$ cat config.mk
export PLATFORM = sky130hd
export DESIGN_NAME = xcorr_preamble
export DESIGN_NICKNAME = d
export VERILOG_FILES = /design/src/rtl/xcorr_preamble.sv
export SDC_FILE = /design/constraint.sdc
export NUM_CORES = 2
export LEC_CHECK = 0
export CAP_MARGIN = 20
export CORE_MARGIN = 1.5
export CORE_UTILIZATION = 30
export DETAILED_ROUTE_END_ITERATION = 12
export REMOVE_ABC_BUFFERS = 1
export SLEW_MARGIN = 0
export SYNTH_ARGS = -nofsm -noshare
export SYNTH_HDL_FRONTEND = slang
export SYNTH_SLANG_ARGS = --single-unit
$ cat constraint.sdc
create_clock -name clk -period 14 [get_ports clk]
set_clock_uncertainty 0.2 [all_clocks]
set_input_delay 3.5 -clock clk [delete_from_list [all_inputs] [get_ports clk]]
set_output_delay 3.5 -clock clk [all_outputs]
set_load 0.1 [all_outputs]
$ cat src/rtl/xcorr_preamble.sv
// Sliding complex cross-correlator against a fixed +/-1 QPSK preamble.
// Emits max+min/2 magnitude estimate every clock for the peak detector.
module xcorr_preamble #(
    parameter int                 seq_len  = 32,
    parameter int                 wdth_in  = 12,
    parameter int                 wdth_crr = 24,
    parameter logic [seq_len-1:0] coef_i   = 32'hB38F_0E25,
    parameter logic [seq_len-1:0] coef_q   = 32'h5A3C_96E1
) (
    input  logic                      clk,
    input  logic                      rst,
    input  logic signed [wdth_in-1:0] in_i,
    input  logic signed [wdth_in-1:0] in_q,
    output logic [wdth_crr-1:0]       corr_out,
    output logic                      corr_val
);

    localparam int S  = wdth_in + 1 + $clog2(seq_len);
    localparam int CW = $clog2(seq_len + 1);

    typedef enum logic {FILL, RUN} state_t;

    state_t                     state, state_nx;
    logic [CW-1:0]              cnt;
    logic                       fill_done;
    logic signed [wdth_in-1:0]  tap_i [seq_len];
    logic signed [wdth_in-1:0]  tap_q [seq_len];
    logic signed [S-1:0]        re_sum, im_sum;
    logic signed [S-1:0]        re_r, im_r;
    logic [S-1:0]               abs_re, abs_im;
    logic [S-1:0]               mx, mn, mag;
    logic [wdth_crr-1:0]        mag_sat;
    logic                       v1, v2;

    always_ff @(posedge clk) begin
        if (rst) state <= FILL;
        else     state <= state_nx;
    end

    always_comb begin
        state_nx = state;
        unique case (state)
            FILL: if (cnt == CW'(seq_len - 1)) state_nx = RUN;
            RUN:  state_nx = RUN;
        endcase
    end

    always_comb begin
        fill_done = (state == RUN);
    end

    always_ff @(posedge clk) begin
        if (rst)                cnt <= '0;
        else if (state == FILL) cnt <= cnt + 1'b1;
    end

    // Tap 0 holds the newest sample.
    always_ff @(posedge clk) begin
        if (rst) begin
            for (int j = 0; j < seq_len; j++) begin
                tap_i[j] <= '0;
                tap_q[j] <= '0;
            end
        end else begin
            tap_i[0] <= in_i;
            tap_q[0] <= in_q;
            for (int j = 1; j < seq_len; j++) begin
                tap_i[j] <= tap_i[j-1];
                tap_q[j] <= tap_q[j-1];
            end
        end
    end

    // Chip k lines up with tap seq_len-1-k; multiply by conj(chip).
    always_comb begin : sum_p
        logic signed [S-1:0] a, b;
        re_sum = '0;
        im_sum = '0;
        for (int k = 0; k < seq_len; k++) begin
            a = S'(tap_i[seq_len-1-k]);
            b = S'(tap_q[seq_len-1-k]);
            re_sum = re_sum + (coef_i[k] ? a : -a)
                            + (coef_q[k] ? b : -b);
            im_sum = im_sum + (coef_i[k] ? b : -b)
                            - (coef_q[k] ? a : -a);
        end
    end

    always_ff @(posedge clk) begin
        if (rst) begin
            re_r <= '0;
            im_r <= '0;
            v1   <= 1'b0;
        end else begin
            re_r <= re_sum;
            im_r <= im_sum;
            v1   <= fill_done;
        end
    end

    always_ff @(posedge clk) begin
        if (rst) begin
            abs_re <= '0;
            abs_im <= '0;
            v2     <= 1'b0;
        end else begin
            abs_re <= re_r[S-1] ? $unsigned(-re_r) : $unsigned(re_r);
            abs_im <= im_r[S-1] ? $unsigned(-im_r) : $unsigned(im_r);
            v2     <= v1;
        end
    end

    // Sums are bounded by 2^(S-1), so max + min/2 fits in S bits.
    always_comb begin
        mx  = (abs_re >= abs_im) ? abs_re : abs_im;
        mn  = (abs_re >= abs_im) ? abs_im : abs_re;
        mag = mx + (mn >> 1);
    end

    if (S <= wdth_crr) begin : g_ext
        assign mag_sat = wdth_crr'(mag);
    end else begin : g_sat
        assign mag_sat = (|mag[S-1:wdth_crr]) ? '1 : mag[wdth_crr-1:0];
    end

    always_ff @(posedge clk) begin
        if (rst) begin
            corr_out <= '0;
            corr_val <= 1'b0;
        end else begin
            corr_out <= v2 ? mag_sat : '0;
            corr_val <= v2;
        end
    end

endmodule

# --- Word level (Yosys, flattened, before mapping) ---
# Memory sizes are Yosys's and may differ from the RTL's.
# Cells that the tools add are included.
op_classes:
  addsub: 178
  n_eq_ne: 1
  order_cmp: 1
  muxes: 73
  bitwise: 68
  n_reduce_logical: 3
ops:
  columns: ["operator", "count"]
  rows:
  - ["12-bit negator with 18-bit output", 48]
  - ["18-bit adder", 46]
  - ["18-bit by 12-bit adder with 18-bit output", 45]
  - ["12-bit two-way mux", 64]
  - ["18-bit subtractor", 16]
  - ["18-bit by 12-bit subtractor with 18-bit output", 15]
  - ["1-bit bitwise OR", 64]
  - ["13-bit by 18-bit adder with 18-bit output", 2]
  - ["18-bit two-way mux", 2]
  - ["18-bit negator", 2]
  - ["17-bit two-way mux", 2]
  - ["18-bit by 17-bit adder with 18-bit output", 1]
  - ["18-bit greater-or-equal comparator", 1]
  - ["12-bit by 12-bit adder with 13-bit output", 1]
  - ["12-bit by 12-bit subtractor with 13-bit output", 1]
  - ["6-bit by 1-bit adder with 6-bit output (second input constant)", 1]
  - ["6-bit by 5-bit equality test with 1-bit output (second input constant)", 1]
  - ["2-bit OR reduction", 3]
  - ["1-bit two-way mux", 4]
  - ["1-bit NOT", 4]
  - ["1-bit case mux with 2 select lines", 1]
word_totals:
  in_bits: 26
  n_memories: 2
  elab_cells: 339
  ram_bits: 768
  ff_bits: 106
memory_table:
  columns: ["memory", "words", "width", "rd", "rd_ports_with_merged_regs", "wr", "line_no", "source"]
  rows:
  - ["tap_i", 32, 12, 32, 0, 32, "26", "logic signed [wdth_in-1:0] tap_i [seq_len];"]
  - ["tap_q", 32, 12, 32, 0, 32, "27", "logic signed [wdth_in-1:0] tap_q [seq_len];"]

# --- Longest topological paths before layout ---
# An unclocked memory read counts as a cell.
depth:
  depth_word: 64
  mapped_depth: 34
  ltp_nobuf: 34

# --- Worst setup path before layout ---
# Ideal clock, no wire load.
synth_path:
  kind: "reg2reg"
  start: "memory tap_q[28][2]"
  end: "register re_r[16]"
  stages_incl_launch_ff: 30
  path_slack_ps: 5035
  arrival_ps: 8645
  cell_sequence: "dfxtp_1 or4_4 or3_4 or3_1 xnor2_1 inv_1 fa_1 inv_1 fa_1 fa_1 inv_1 fa_1 inv_1 fa_1 inv_1 fa_1 fa_1 fa_1 fa_1 inv_1 fa_1 inv_1 ha_1 a21oi_1 nor2_1 a21oi_1 o31ai_1 o41ai_1 o21ai_0 mux2_2"
synth_rtl:
  columns: ["item", "line_no", "source"]
  rows:
  - ["start: declaration", "27", null]
  - ["end signal: assignment", "95", "re_r <= re_sum;"]
  - ["end: declaration", "29", "logic signed [S-1:0] re_r, im_r;"]

==> metrics.md <==
| Metric | Value |
|---|---|
| First-pass GRT wire length | `361 mm` |
| Worst-case clock buffer depth | `3` |
| Routed Antenna Nets | `0` |
| LEAKAGE | `0.0375 uW` |
| Congestion Overflow GR | `0` |
| GPL Wtd Cong | `1.02` |
| Layout cells sized above 1 | `3.53%` |
| CP endpoint | `im_r[17]` |
| Die Ht | `501 um` |
| Slew at the pin closest to its max-slew limit | `1.14 ns` |
| Area of the multi-input gates | `0.0488 sq mm` |
| WHS | `0.242 ns` |
| Met3 Use GR | `4.40%` |
| Max_cap viols | `0` |
| Clk sinks | `868` |
| P&R area growth vs syn | `10.8%` |
| Number of synthesized flops with an enable pin | `0` |
| Cell area power density | `143 mW/mm^2` |
| Post-Place Cells | `10.2k` |
| Clock Pin Slew Worst Setup and Hold Paths | `0.06 ns` |
| Yosys reg bits | `868` |
| Routed WL | `248 mm` |
| F_max | `92.3 MHz` |
| Starting Density | `30.2%` |
| Commonest non-fill, non-tap cell in the layout | `inv_1` |
| Fin Setup TNS | `0 ns` |
| Core area | `0.246 sq mm` |
| CP max-delay cell | `ha_1` |
| I/O pin count | `51` |
| WP data required | `14.43 ns` |
| Setup Crit Path Kind | `reg -> reg` |
| Relative slew slack | `23.5%` |
| R2R Setup Slk | `3.17 ns` |
| CTS root buf | `clkbuf_16` |
| DP Worst Slack | `3.38 ns` |
| Fin crit period | `10.83 ns` |
| Post-CTS Setup Bufs | `0` |
| Commonest non-fill, non-tap cells in the layout | `2130 x inv_1, 1778 x fa_1, 868 x dfxtp_1` |
| Final hold vios | `0` |
| R2R cell count | `30` |
| DR vias/cell | `4.33` |
| Worst VDD drop | `0.255 mV` |
| DP HPWL | `220 mm` |
| Resize count post-CTS | `0` |
| Critical Path Max Stage Delay | `0.71 ns` |
| Crit path DAT | `11.26 ns` |
| Mean Syn Cell Area | `10.8 sq um` |
| # rows | `182` |
| # nets final | `8969` |
| Yosys Warn Count | `0` |
| Vias | `45.0k` |
| Crit. End Element | `flip-flop` |
| Worst-path fanout max | `6` |
| Cells after Synth | `6921` |
| DRC Markers | `0` |
| Status | `finished clean` |
| Met1 usage | `26.8%` |
| WL/cell | `23.8 um` |
| Final Max Tran Viols | `0` |
| CTS Buf Count | `99` |
| CTS tree | `built` |
| Gr busiest metal | `met2` |
| Non-filler cells in the finished layout | `10.4k` |
| Initial antenna violation count | `10` |
| Total track usage | `20.3%` |
| Most used cell, CP | `fa_1` |
| PnR worst setup slack | `3.17 ns` |
| Ys flop type | `dfxtp_1` |
| Synthesized area | `0.0745 sq mm` |
| Hold/Removal Path Class | `reg -> reg` |
| Die Wd | `501 um` |
| Largest net degree at the start of global routing | `176` |
| Post-synthesis sequential area ratio | `23.3%` |
| Vias in the first global route | `50.5k` |
| Distinct cell type count of the synthesized netlist | `55` |
| Fraction of registers with async set/reset | `0%` |
| Worst R2R End | `im_r[17]` |
| Worst setup path startpoint | `tap_i[9][0]` |
| Fillers | `25.1k` |
| Port-buffer cells | `44` |
| CTS Hold Bufs | `0` |
| Critical R2R Launch | `tap_i[9][0]` |
| DIE AREA | `0.251 sq mm` |
| Register area | `0.0174 sq mm` |
| Final Cycle Share | `77.4%` |
| 1st-pass router iterations | `6` |
| DR iter-0 viols | `3450` |
| Clk Latency, worst-skew pair | `0.77 ns` |
| Final setup fails | `0` |
| Met2 usage | `32.6%` |
| Crit start category | `flip-flop` |
| H-tree depth | `3` |
| RSZ-0062 raised after global routing | `false` |
==> cells in the mapped netlist (4+ instances only) <==
cell,n,share of area (%)
mux2i_1,4,0.054
a21oi_1,37,0.25
o41ai_1,6,0.071
a211oi_1,6,0.060
o21bai_1,12,0.12
or3_1,25,0.21
ha_1,174,2.9
mux2_2,20,0.30
and2_1,4,0.034
nand2_1,110,0.55
xor2_1,142,1.7
or4_1,15,0.15
a41oi_1,6,0.071
a21o_1,18,0.18
o31ai_1,11,0.11
nor4_1,32,0.27
dfxtp_1,868,23
nand3_1,29,0.19
nand4b_1,5,0.059
nor3_1,67,0.45
a31oi_1,19,0.16
buf_4,6,0.060
xnor2_1,199,2.3
clkbuf_1,107,0.54
nor2b_1,400,3.4
or2_2,6,0.050
nor3b_1,5,0.050
o21a_1,4,0.040
inv_1,2130,11
nand2b_1,15,0.13
and3_1,5,0.042
nor2_1,568,2.9
o21ai_0,55,0.37
fa_1,1778,48
==> worst min-delay path by stage <==
stage | end | slack [ns] | startpoint | cells after the start
2_1_floorplan | v2 | 0.21 | v1 | 1
3_3_place_gp | v2 | 0.22 | v1 | 1
3_5_place_dp | v2 | 0.24 | v1 | 1
4_1_cts | v2 | 0.25 | v1 | 1
5_1_grt | v2 | 0.28 | v1 | 1
6_report | v2 | 0.24 | v1 | 1
==> cell families after synthesis <==
logic type,synth area share [%]
other,0.00503
flip-flops,23.3
AND/OR/NAND/NOR,8.54
adder cells (fa/ha/maj),50.7
buffers and inverters,11.3
multiplexers,0.356
XOR/XNOR,4.13
AO/OA/AOI/OAI,1.61
==> flip-flops by register name (all words and copies together) (netlist names) <==
register and cells:
v1 1, im_r 18, corr_val 1, tap_i 384, abs_re 18, tap_q 384, corr_out 18, abs_im 18
fill_done 1, re_r 18, cnt 6, v2 1
==> cell type report <==
type / instances / share of cell area (%)
antenna: 1 / 0.00303
clock buffer: 126 / 3.31
clock inverter: 59 / 1.00
inverter: 2130 / 9.68
multi-input combinational: 3812 / 59.1
sequential: 868 / 21.0
tap: 3312 / 5.02
timing repair buffer: 80 / 0.891
==> where the power goes <==
| part | internal (uW) | switching, uW | total (uW) |
|---|---|---|---|
| combinational | 2510 | 3670 | 6180 |
| clock | 1680 | 1220 | 2900 |
| sequential | 2600 | 97.2 | 2700 |
| total | 6790 | 4990 | 11800 |
==> critical path, delay by kind of cell, from the launching register on <==
| kind | cells | cell delay (ns) |
|---|---|---|
| simple gates | 2 | 0.43 |
| flops | 1 | 0.42 |
| compound gates | 6 | 1.79 |
| buf+inv | 8 | 1.25 |
| xor+xnor | 2 | 0.40 |
| fa+ha+maj | 12 | 6.21 |
==> per-layer routing <==
layer / up-vias / routed length [um]
met5: - / 67
li1: 19600 / -
met2: 1442 / 115000
met4: 10 / 10800
met1: 23700 / 104000
met3: 343 / 17300
==> metrics by stage <==
stage               util [%]  instance area, sq um  power [uW]
finish                  33.5                 82600       11800
floorplan                  -                 74100        6820
CTS                     33.5                 82600       11800
global route            33.5                 82600       12700
global placement        32.1                 79000        8840
detailed placement      32.1                 79000        8890
No activity file was read; power rests on OpenSTA's default activity.
